<file path="src/rtl/fp_result_packer_if.sv">
// Handshake bundle for the floating-point result packer.
// Upstream side: in_valid/in_ready plus the classified result fields.
// Downstream side: out_valid/out_ready plus the packed IEEE-754 word and flags.
// The packer uses the slave modport; whoever drives results in and drains words out uses master.
interface fp_result_packer_if;
    logic        in_valid;
    logic        in_ready;
    logic        in_sign;
    logic [9:0]  in_exp;
    logic [23:0] in_mant;
    logic [2:0]  in_special;
    logic        out_valid;
    logic        out_ready;
    logic [31:0] out_result;
    logic [2:0]  out_flags;

    modport master (
        output in_valid, in_sign, in_exp, in_mant, in_special, out_ready,
        input  in_ready, out_valid, out_result, out_flags
    );

    modport slave (
        input  in_valid, in_sign, in_exp, in_mant, in_special, out_ready,
        output in_ready, out_valid, out_result, out_flags
    );
endinterface

</file>
<file path="src/rtl/fp_result_packer.sv">
// fp_result_packer: two-stage pipeline turning a classified FP result
// (sign, 10-bit biased exponent, 24-bit significand, class code) into an
// IEEE-754 single-precision word plus {invalid, overflow, underflow} flags.
// S1 classifies and range-checks the exponent, S2 assembles the word.
// Optional feature macro: PACKER_FTZ_EN -- when defined, underflowing results
// flush to signed zero instead of being denormalised by right-shifting.
module fp_result_packer (
    input  logic              clk,
    input  logic              rst_n,
    fp_result_packer_if.slave bus
);

    // Result kinds decided in S1 and consumed by the S2 assembler
    typedef enum logic [2:0] {
        CLS_ZERO,
        CLS_INF,
        CLS_NAN,
        CLS_NORM,
        CLS_OVF,
        CLS_UNF
    } resultClass_e;

    logic         s1Valid_q,  s1Valid_d;
    logic         s1Sign_q,   s1Sign_d;
    resultClass_e s1Class_q,  s1Class_d;
    logic [7:0]   s1Exp_q,    s1Exp_d;
    logic [22:0]  s1Frac_q,   s1Frac_d;

    logic         s2Valid_q,  s2Valid_d;
    logic [31:0]  s2Result_q, s2Result_d;
    logic [2:0]   s2Flags_q,  s2Flags_d;

    logic         s2Advance;
    logic         s1Advance;
    logic         accept;

    logic signed [9:0] inExpS;
    resultClass_e      inClass;
    logic [22:0]       unfFrac;
    logic [22:0]       inFrac;

    // S2 may load whenever it is empty or its word is being drained this cycle;
    // S1 may load whenever it is empty or it hands its entry to S2 this cycle.
    assign s2Advance    = !s2Valid_q || bus.out_ready;
    assign s1Advance    = !s1Valid_q || s2Advance;
    assign bus.in_ready = rst_n && s1Advance;
    assign accept       = bus.in_valid && bus.in_ready;

    assign inExpS = bus.in_exp;

    // Classify the incoming result; mantissa-zero wins over any exponent range check
    always_comb begin
        inClass = CLS_NAN;
        case (bus.in_special)
            3'b000: begin
                if (bus.in_mant == 24'd0) begin
                    inClass = CLS_ZERO;
                end else if (inExpS >= 10'sd255) begin
                    inClass = CLS_OVF;
                end else if (inExpS >= 10'sd1) begin
                    inClass = CLS_NORM;
                end else begin
                    inClass = CLS_UNF;
                end
            end
            3'b001:  inClass = CLS_ZERO;
            3'b010:  inClass = CLS_INF;
            default: inClass = CLS_NAN;
        endcase
    end

`ifdef PACKER_FTZ_EN
    assign unfFrac = 23'd0;
`else
    logic [10:0] unfShift;
    logic [22:0] unfShifted;

    // A biased exponent e <= 0 becomes a denormal by shifting the significand
    // right by 1-e; the sign-extended exponent keeps very negative values huge.
    assign unfShift   = 11'd1 - {bus.in_exp[9], bus.in_exp};
    assign unfShifted = 23'(bus.in_mant >> unfShift);
    assign unfFrac    = (unfShift > 11'd23) ? 23'd0 : unfShifted;
`endif

    assign inFrac = (inClass == CLS_UNF) ? unfFrac : bus.in_mant[22:0];

    // S1 next state: load a new entry on accept, otherwise drain or hold
    always_comb begin
        s1Valid_d = s1Valid_q;
        s1Sign_d  = s1Sign_q;
        s1Class_d = s1Class_q;
        s1Exp_d   = s1Exp_q;
        s1Frac_d  = s1Frac_q;
        if (s1Advance) begin
            s1Valid_d = accept;
        end
        if (accept) begin
            s1Sign_d  = bus.in_sign;
            s1Class_d = inClass;
            s1Exp_d   = bus.in_exp[7:0];
            s1Frac_d  = inFrac;
        end
    end

    // S2 next state: assemble the IEEE word and flags from the S1 classification
    always_comb begin
        s2Valid_d  = s2Valid_q;
        s2Result_d = s2Result_q;
        s2Flags_d  = s2Flags_q;
        if (s2Advance) begin
            s2Valid_d = s1Valid_q;
        end
        if (s2Advance && s1Valid_q) begin
            case (s1Class_q)
                CLS_ZERO: begin
                    s2Result_d = {s1Sign_q, 31'd0};
                    s2Flags_d  = 3'b000;
                end
                CLS_INF: begin
                    s2Result_d = {s1Sign_q, 8'hFF, 23'd0};
                    s2Flags_d  = 3'b000;
                end
                CLS_NORM: begin
                    s2Result_d = {s1Sign_q, s1Exp_q, s1Frac_q};
                    s2Flags_d  = 3'b000;
                end
                CLS_OVF: begin
                    s2Result_d = {s1Sign_q, 8'hFF, 23'd0};
                    s2Flags_d  = 3'b010;
                end
                CLS_UNF: begin
                    s2Result_d = {s1Sign_q, 8'h00, s1Frac_q};
                    s2Flags_d  = 3'b001;
                end
                default: begin
                    s2Result_d = 32'h7FC00000;
                    s2Flags_d  = 3'b100;
                end
            endcase
        end
    end

    // Pipeline registers with synchronous active-low reset discarding anything in flight
    always_ff @(posedge clk) begin
        if (!rst_n) begin
            s1Valid_q  <= 1'b0;
            s1Sign_q   <= 1'b0;
            s1Class_q  <= CLS_ZERO;
            s1Exp_q    <= 8'd0;
            s1Frac_q   <= 23'd0;
            s2Valid_q  <= 1'b0;
            s2Result_q <= 32'd0;
            s2Flags_q  <= 3'd0;
        end else begin
            s1Valid_q  <= s1Valid_d;
            s1Sign_q   <= s1Sign_d;
            s1Class_q  <= s1Class_d;
            s1Exp_q    <= s1Exp_d;
            s1Frac_q   <= s1Frac_d;
            s2Valid_q  <= s2Valid_d;
            s2Result_q <= s2Result_d;
            s2Flags_q  <= s2Flags_d;
        end
    end

    assign bus.out_valid  = s2Valid_q;
    assign bus.out_result = s2Result_q;
    assign bus.out_flags  = s2Flags_q;

endmodule

</file>
<file path="src/flat_wrapper.sv">
// flat-port wrapper written by rule: the top's interface ports become plain ports
module fp_result_packer_flat 
  (clk, rst_n, bus_in_valid, bus_in_sign, bus_in_exp, bus_in_mant, bus_in_special, bus_out_ready, bus_in_ready, bus_out_valid, bus_out_result, bus_out_flags);
  fp_result_packer_if bus_i ();
  input  logic clk;
  input  logic rst_n;
  input wire logic [$bits(bus_i.in_valid)-1:0] bus_in_valid;
  input wire logic [$bits(bus_i.in_sign)-1:0] bus_in_sign;
  input wire logic [$bits(bus_i.in_exp)-1:0] bus_in_exp;
  input wire logic [$bits(bus_i.in_mant)-1:0] bus_in_mant;
  input wire logic [$bits(bus_i.in_special)-1:0] bus_in_special;
  input wire logic [$bits(bus_i.out_ready)-1:0] bus_out_ready;
  output wire logic [$bits(bus_i.in_ready)-1:0] bus_in_ready;
  output wire logic [$bits(bus_i.out_valid)-1:0] bus_out_valid;
  output wire logic [$bits(bus_i.out_result)-1:0] bus_out_result;
  output wire logic [$bits(bus_i.out_flags)-1:0] bus_out_flags;
  assign bus_i.in_valid = bus_in_valid;
  assign bus_i.in_sign = bus_in_sign;
  assign bus_i.in_exp = bus_in_exp;
  assign bus_i.in_mant = bus_in_mant;
  assign bus_i.in_special = bus_in_special;
  assign bus_i.out_ready = bus_out_ready;
  assign bus_in_ready = bus_i.in_ready;
  assign bus_out_valid = bus_i.out_valid;
  assign bus_out_result = bus_i.out_result;
  assign bus_out_flags = bus_i.out_flags;
  fp_result_packer u_core (.clk(clk), .rst_n(rst_n), .bus(bus_i));
endmodule
</file>
<file path="config.mk">
export PLATFORM = sky130hd
export DESIGN_NAME = fp_result_packer_flat
export DESIGN_NICKNAME = d
export VERILOG_FILES = /design/src/rtl/fp_result_packer_if.sv /design/src/rtl/fp_result_packer.sv /design/src/flat_wrapper.sv
export SDC_FILE = /design/constraint.sdc
export NUM_CORES = 1
export LEC_CHECK = 0
export CORE_AREA = 2 2 130 107
export CTS_BUF_LIST = sky130_fd_sc_hd__clkbuf_4 sky130_fd_sc_hd__clkbuf_8
export DETAILED_ROUTE_END_ITERATION = 6
export DIE_AREA = 0 0 132 109
export GPL_TIMING_DRIVEN = 0
export MAX_ROUTING_LAYER = met4
export RECOVER_POWER = 25
export SYNTH_ARGS = -nofsm -noshare
export SYNTH_HDL_FRONTEND = slang
export SYNTH_SLANG_ARGS = --single-unit
export TNS_END_PERCENT = 50
</file>
<file path="constraint.sdc">
create_clock -name clk -period 8.8 [get_ports clk]
set_input_delay 1.76 -clock clk [delete_from_list [all_inputs] [get_ports clk]]
set_output_delay 1.76 -clock clk [all_outputs]
set_load 0.03 [all_outputs]
</file>
* Word level (Yosys, flattened, before mapping)
Cells that the tools add are included.
** Storage, ports and cells
- Register bits :: 72
- Bits in latches :: 0
- Bits in writable memories :: 0
- ROM bits :: 0
- Input port bits :: 42
- Output and inout bits :: 37
- Logic and storage cells :: 40
- Memories kept :: 0
** Operators by class
- Add/subtract/negate cells :: 1
- Multipliers :: 0
- Divide/modulo/power cells :: 0
- $lt $le $gt $ge :: 3
- Eq/ne operators :: 7
- Shifts and indexed selects :: 1
- Multiplexer cells :: 8
- Bitwise logic cells :: 0
- Reduce and logical (&&, ||, !) cells :: 12
** Operators with widths (count)
- $pmux 32 s4 :: 1
- $mux 23 :: 2
- $logic_not 24->1 :: 1
- $shr 24x11->23 :: 1
- $pmux 3 s3 :: 2
- $gt 11x5->1 const B :: 1
- $sub 2x10->11 const A :: 1
- $ge 10x2->1 const B :: 1
- $ge 10x9->1 const B :: 1
- $eq 3x3->1 const B :: 3
- $mux 3 :: 3
- $eq 3x1->1 const B :: 2
- $eq 3x2->1 const B :: 2
- $logic_not 3->1 :: 2
- $logic_and 1x1->1 :: 3
- $reduce_or 3->1 :: 1
- $logic_not 1->1 :: 2
- $logic_or 1x1->1 :: 2
- $reduce_or 2->1 :: 1

* Depth between registers and ports, before layout
- Depth in word-level cells :: 7
- Mapped depth :: 12
- Mapped depth without buffers :: 8

* Worst setup path after synthesis
Ideal clock, no wire load.
- Path kind :: input port to output port
- Start :: input rst_n
- End :: output bus_in_ready
- Data arrival time :: 2.614 ns
- Data required time :: 7.040 ns
- Slack :: 4.426 ns
- Cell stages on the path :: 3
- Buffers on the path :: 2
- Cells stage by stage :: clkbuf_1 clkbuf_1 and2_1
** Between the ends
- Longest elaborated chain between the ends :: 1
** Ends and longest elaborated chain
- start: declaration :: RTL line flat_wrapper.sv:6 : input logic rst_n;
- $logic_and 1x1->1 :: RTL line fp_result_packer.sv:46 : assign bus.in_ready = rst_n && s1Advance;
- end: declaration :: RTL line flat_wrapper.sv:13 : output wire logic [$bits(bus_i.in_ready)-1:0] bus_in_ready;
Every way passes these cells.

* Final worst setup path
- Start :: input bus_in_exp[1]
- End :: register u_core.s1Frac_q[3]
** Between the ends
- Longest elaborated chain between the ends :: 7
- Elaborated cells between the ends (all ways) :: 12
- Classes of those cells :: add/sub: 1; order compare: 3; eq/ne: 1; shift: 1; mux: 6
** Ends and longest elaborated chain
- start: declaration :: RTL line flat_wrapper.sv:9 : input wire logic [$bits(bus_i.in_exp)-1:0] bus_in_exp;
- parallel branches: the longest is 6 deep, another holds $sub 2x10->11
- $mux 23 * :: RTL line fp_result_packer.sv:85 : assign inFrac = (inClass == CLS_UNF) ? unfFrac : bus.in_mant[22:0];
- end signal: assignment :: RTL line fp_result_packer.sv:159 : s1Frac_q <= s1Frac_d;
- end: declaration :: RTL line fp_result_packer.sv:27 : logic [22:0] s1Frac_q, s1Frac_d;
Mark *: on every way between the ends.
A chain may end at the register's enable or synchronous reset.

==> flow_summary.yaml <==
worst_setup_path:
  crit_slowest_cell: "clkdlybuf4s50_1"
  critPathKind: "input port to flop"
  critical_path_peak_fanout: 10
  crit_arrival_ps: 5550
  start_kind: "input port"
  slowest_delay_ps: 530
  cp_cell_sequence: "clkdlybuf4s50_1 > buf_2 > buf_2 > inv_1 > ha_1 > clkbuf_1 > inv_1 > buf_1 > mux2i_1 > mux2i_1 > o221ai_1 > a21oi_1 > o21ai_1"
  endpoint_kind: "flop"
  cp.required_ps: 9020
global_route:
  grt_max_degree: 12
  grt_pass1_wl_mm: 21.8
  antenna_found_initial: 0
  grtUsageTotal: 0.201
  grt.met1_usage: 0.289
  grt-ovfl-total: 0
  grt_pass1_vias: 3837
  grt_use_met3: 0.0298
  top_usage_layer: "met2"
  grt_util_met2: 0.298
routing:
  detail-route-antenna-nets: 0
  avgViaCountPerCell: 5.51
  drt_iter0_markers: 389
  num_vias: 4109
  firstDrtPassIters: 5
  route.detailed.drc: 0
  drt_wl_total_mm: 14.0
  wl_per_cell_um: 18.8
timing:
  finalCritPeriodShare: 0.606
  setup_viol: 0
  max_freq_mhz: 188
  period_minus_slack_ps: 5330
  relSlewSlack: 0.430
  slew_violations: 0
  whs_ps: 475
  setup_ws_ps: 3470
  timing.setup.tns_ps: 0
  clock_skew_ps: 3.22
  hold_viol_final: 0
  rsz0062_at_grt: "false"
  tightest_slew_ps: 849
clock_tree:
  ctsHoldBuffers: 0
  cts.repair.resized: 0
  cts_root_buf: "clkbuf_8"
  cts_sinks: 72
  numCtsBuffers: 9
  clk_pin_slew_worst_paths_ps: 70
  clk_latency_ps: 330
  post-cts-setup-buffer-count: 0
  h-tree-depth: 3
  tritoncts: "built"
  clock_path_buffers: 2
placement:
  pre_cts_ws_ps: 3170
  hpwl_mm: 11.2
  post-place-cells: 732
  place_congestion: 0.931
  numPortBuffers: 75
final_layout:
  num_antenna_cells: 0
  utilization: 0.409
  multi_input_area_mm2: 0.00261
  layout_common_cells: "dfxtp_1, clkdlybuf4s50_1, a22oi_1"
  final_common_cell: "dfxtp_1"
  stdcell_count: 746
  area_growth_pct: 26.8
  final_nets: 607
  register_area_mm2: 0.00144
  fillCellCount: 1332
  drive_gt1_frac: 0.0883
floorplanning:
  dieArea_mm2: 0.0144
  fp.dieW_um: 132
  fp-row-count: 38
  die_y_um: 109
  floorplan.initialDensity: 0.322
  ios: 79
  core_mm2: 0.0132
synth:
  ys.flop_type: "dfxtp_1"
  synthCells: 477
  synth_warnings: 0
  async_flop_share: 0
  ys_ff_latch: 72
  ys_seq_area_frac: 0.340
  synth.distinct_cells: 47
  synth.avg_cell_area_um2: 8.90
  synth_nets: 521
  synth_area_mm2: 0.00425
  synth-edff-count: 0
pwr:
  ir_drop_mv: 0.0529
  leakage_nw: 1.99
  p_per_area_mw_per_mm2: 142
outcome:
  status: "finished, final reports clean"
min_path:
  hold_path_class: "flop to flop"
flow_run:
  max_cap_violations: 0
-- kinds of logic after synthesis --
group / after synthesis / share of synthesized area
xor gates and xnor gates: 5 / 0.0103
DFF: 72 / 0.340
and+or+nand+nor: 148 / 0.182
buffers and inverters: 44 / 0.0457
adders and majority gates: 2 / 0.00589
muxes: 53 / 0.169
AOI/OAI and AO/OA: 153 / 0.248
-- where the power goes --
part	internal [mW]	switching, mW	total, mW
clock network	0.105	0.116	0.221
logic	0.0776	0.112	0.190
registers	0.341	0.0114	0.352
-- final cells by class --
class	count	share of cell area
plain buffers	37	0.0312
clock buffers	10	0.0256
clock inverters	4	0.00419
inverters	7	0.00488
multi-input cells	361	0.485
flip-flops and latches	72	0.268
well taps	180	0.0419
repair buffers	75	0.140
-- flip-flops by register name, summed over array words and instances (netlist names) --
name and cells:
u_core.bus.out_flags 3, u_core.s1Exp_q 8, u_core.s1Class_q 3, u_core.bus.out_valid 1, u_core.s1Valid_q 1, u_core.s1Frac_q 23
u_core.bus.out_result 32, u_core.s1Sign_q 1
-- routing by layer --
metal | part of all wire | wire length (um)
met5 | 0 | 0
met4 | 0.013 | 182
met3 | 0.057 | 804
met2 | 0.43 | 5990
met1 | 0.50 | 7060
-- worst paths after layout --
path / from / to / slack (ps) / cells past startpoint
setup reg to reg: u_core.bus.out_valid / u_core.bus.out_result[1] / 6700 / 7
hold reg to reg: u_core.bus.out_result[31] / u_core.bus.out_result[31] / 470 / 2
hold / removal: u_core.bus.out_result[31] / u_core.bus.out_result[31] / 470 / 2
setup / recovery: bus_in_exp[1] / u_core.s1Frac_q[3] / 3470 / 13
-- worst max-delay path: cells and delay by family --
kind                     cells  cell delay, ps
buffers and inverters        7            2400
AO/OA/AOI/OAI                3             530
multiplexers                 2             520
adder cells (fa/ha/maj)      1             330
-- stage by stage --
stage	total power, mW	cell area [um2]
floorplan	0.472	4250
global placement	0.546	5220
detailed placement	0.547	5220
CTS	0.768	5380
global route	0.798	5380
finish	0.763	5380
-- cell usage after synthesis (2+ instances only) --
cell	n	area, um2
or3_1	2	12.5
mux4_2	14	315
a211o_1	2	17.5
ha_1	2	25.0
and2_1	4	25.0
nand2b_1	4	25.0
o211a_1	2	20.0
a31oi_1	6	37.5
nor2_1	19	71.3
nor4_1	6	37.5
and3_1	4	25.0
xor2_1	3	26.3
mux2i_1	31	310
o22a_1	5	43.8
and4_1	3	26.3
buf_2	5	25.0
dfxtp_1	72	1440
o21ai_0	18	90.1
o21a_1	3	22.5
nand3_1	14	70.1
a211oi_1	13	97.6
nor3_1	10	50.1
a21o_1	2	15.0
o31ai_1	6	45.0
a22oi_1	44	330
a21oi_1	26	130
clkbuf_1	27	101
mux2_2	8	90.1
o211ai_1	4	30.0
inv_1	7	26.3
nand2_1	40	150
xnor2_1	2	17.5
a21boi_0	3	22.5
nor2b_1	37	231
buf_6	3	33.8
o21ai_1	14	70.1
buf_1	2	7.51
(Power assumes the default switching activity.)
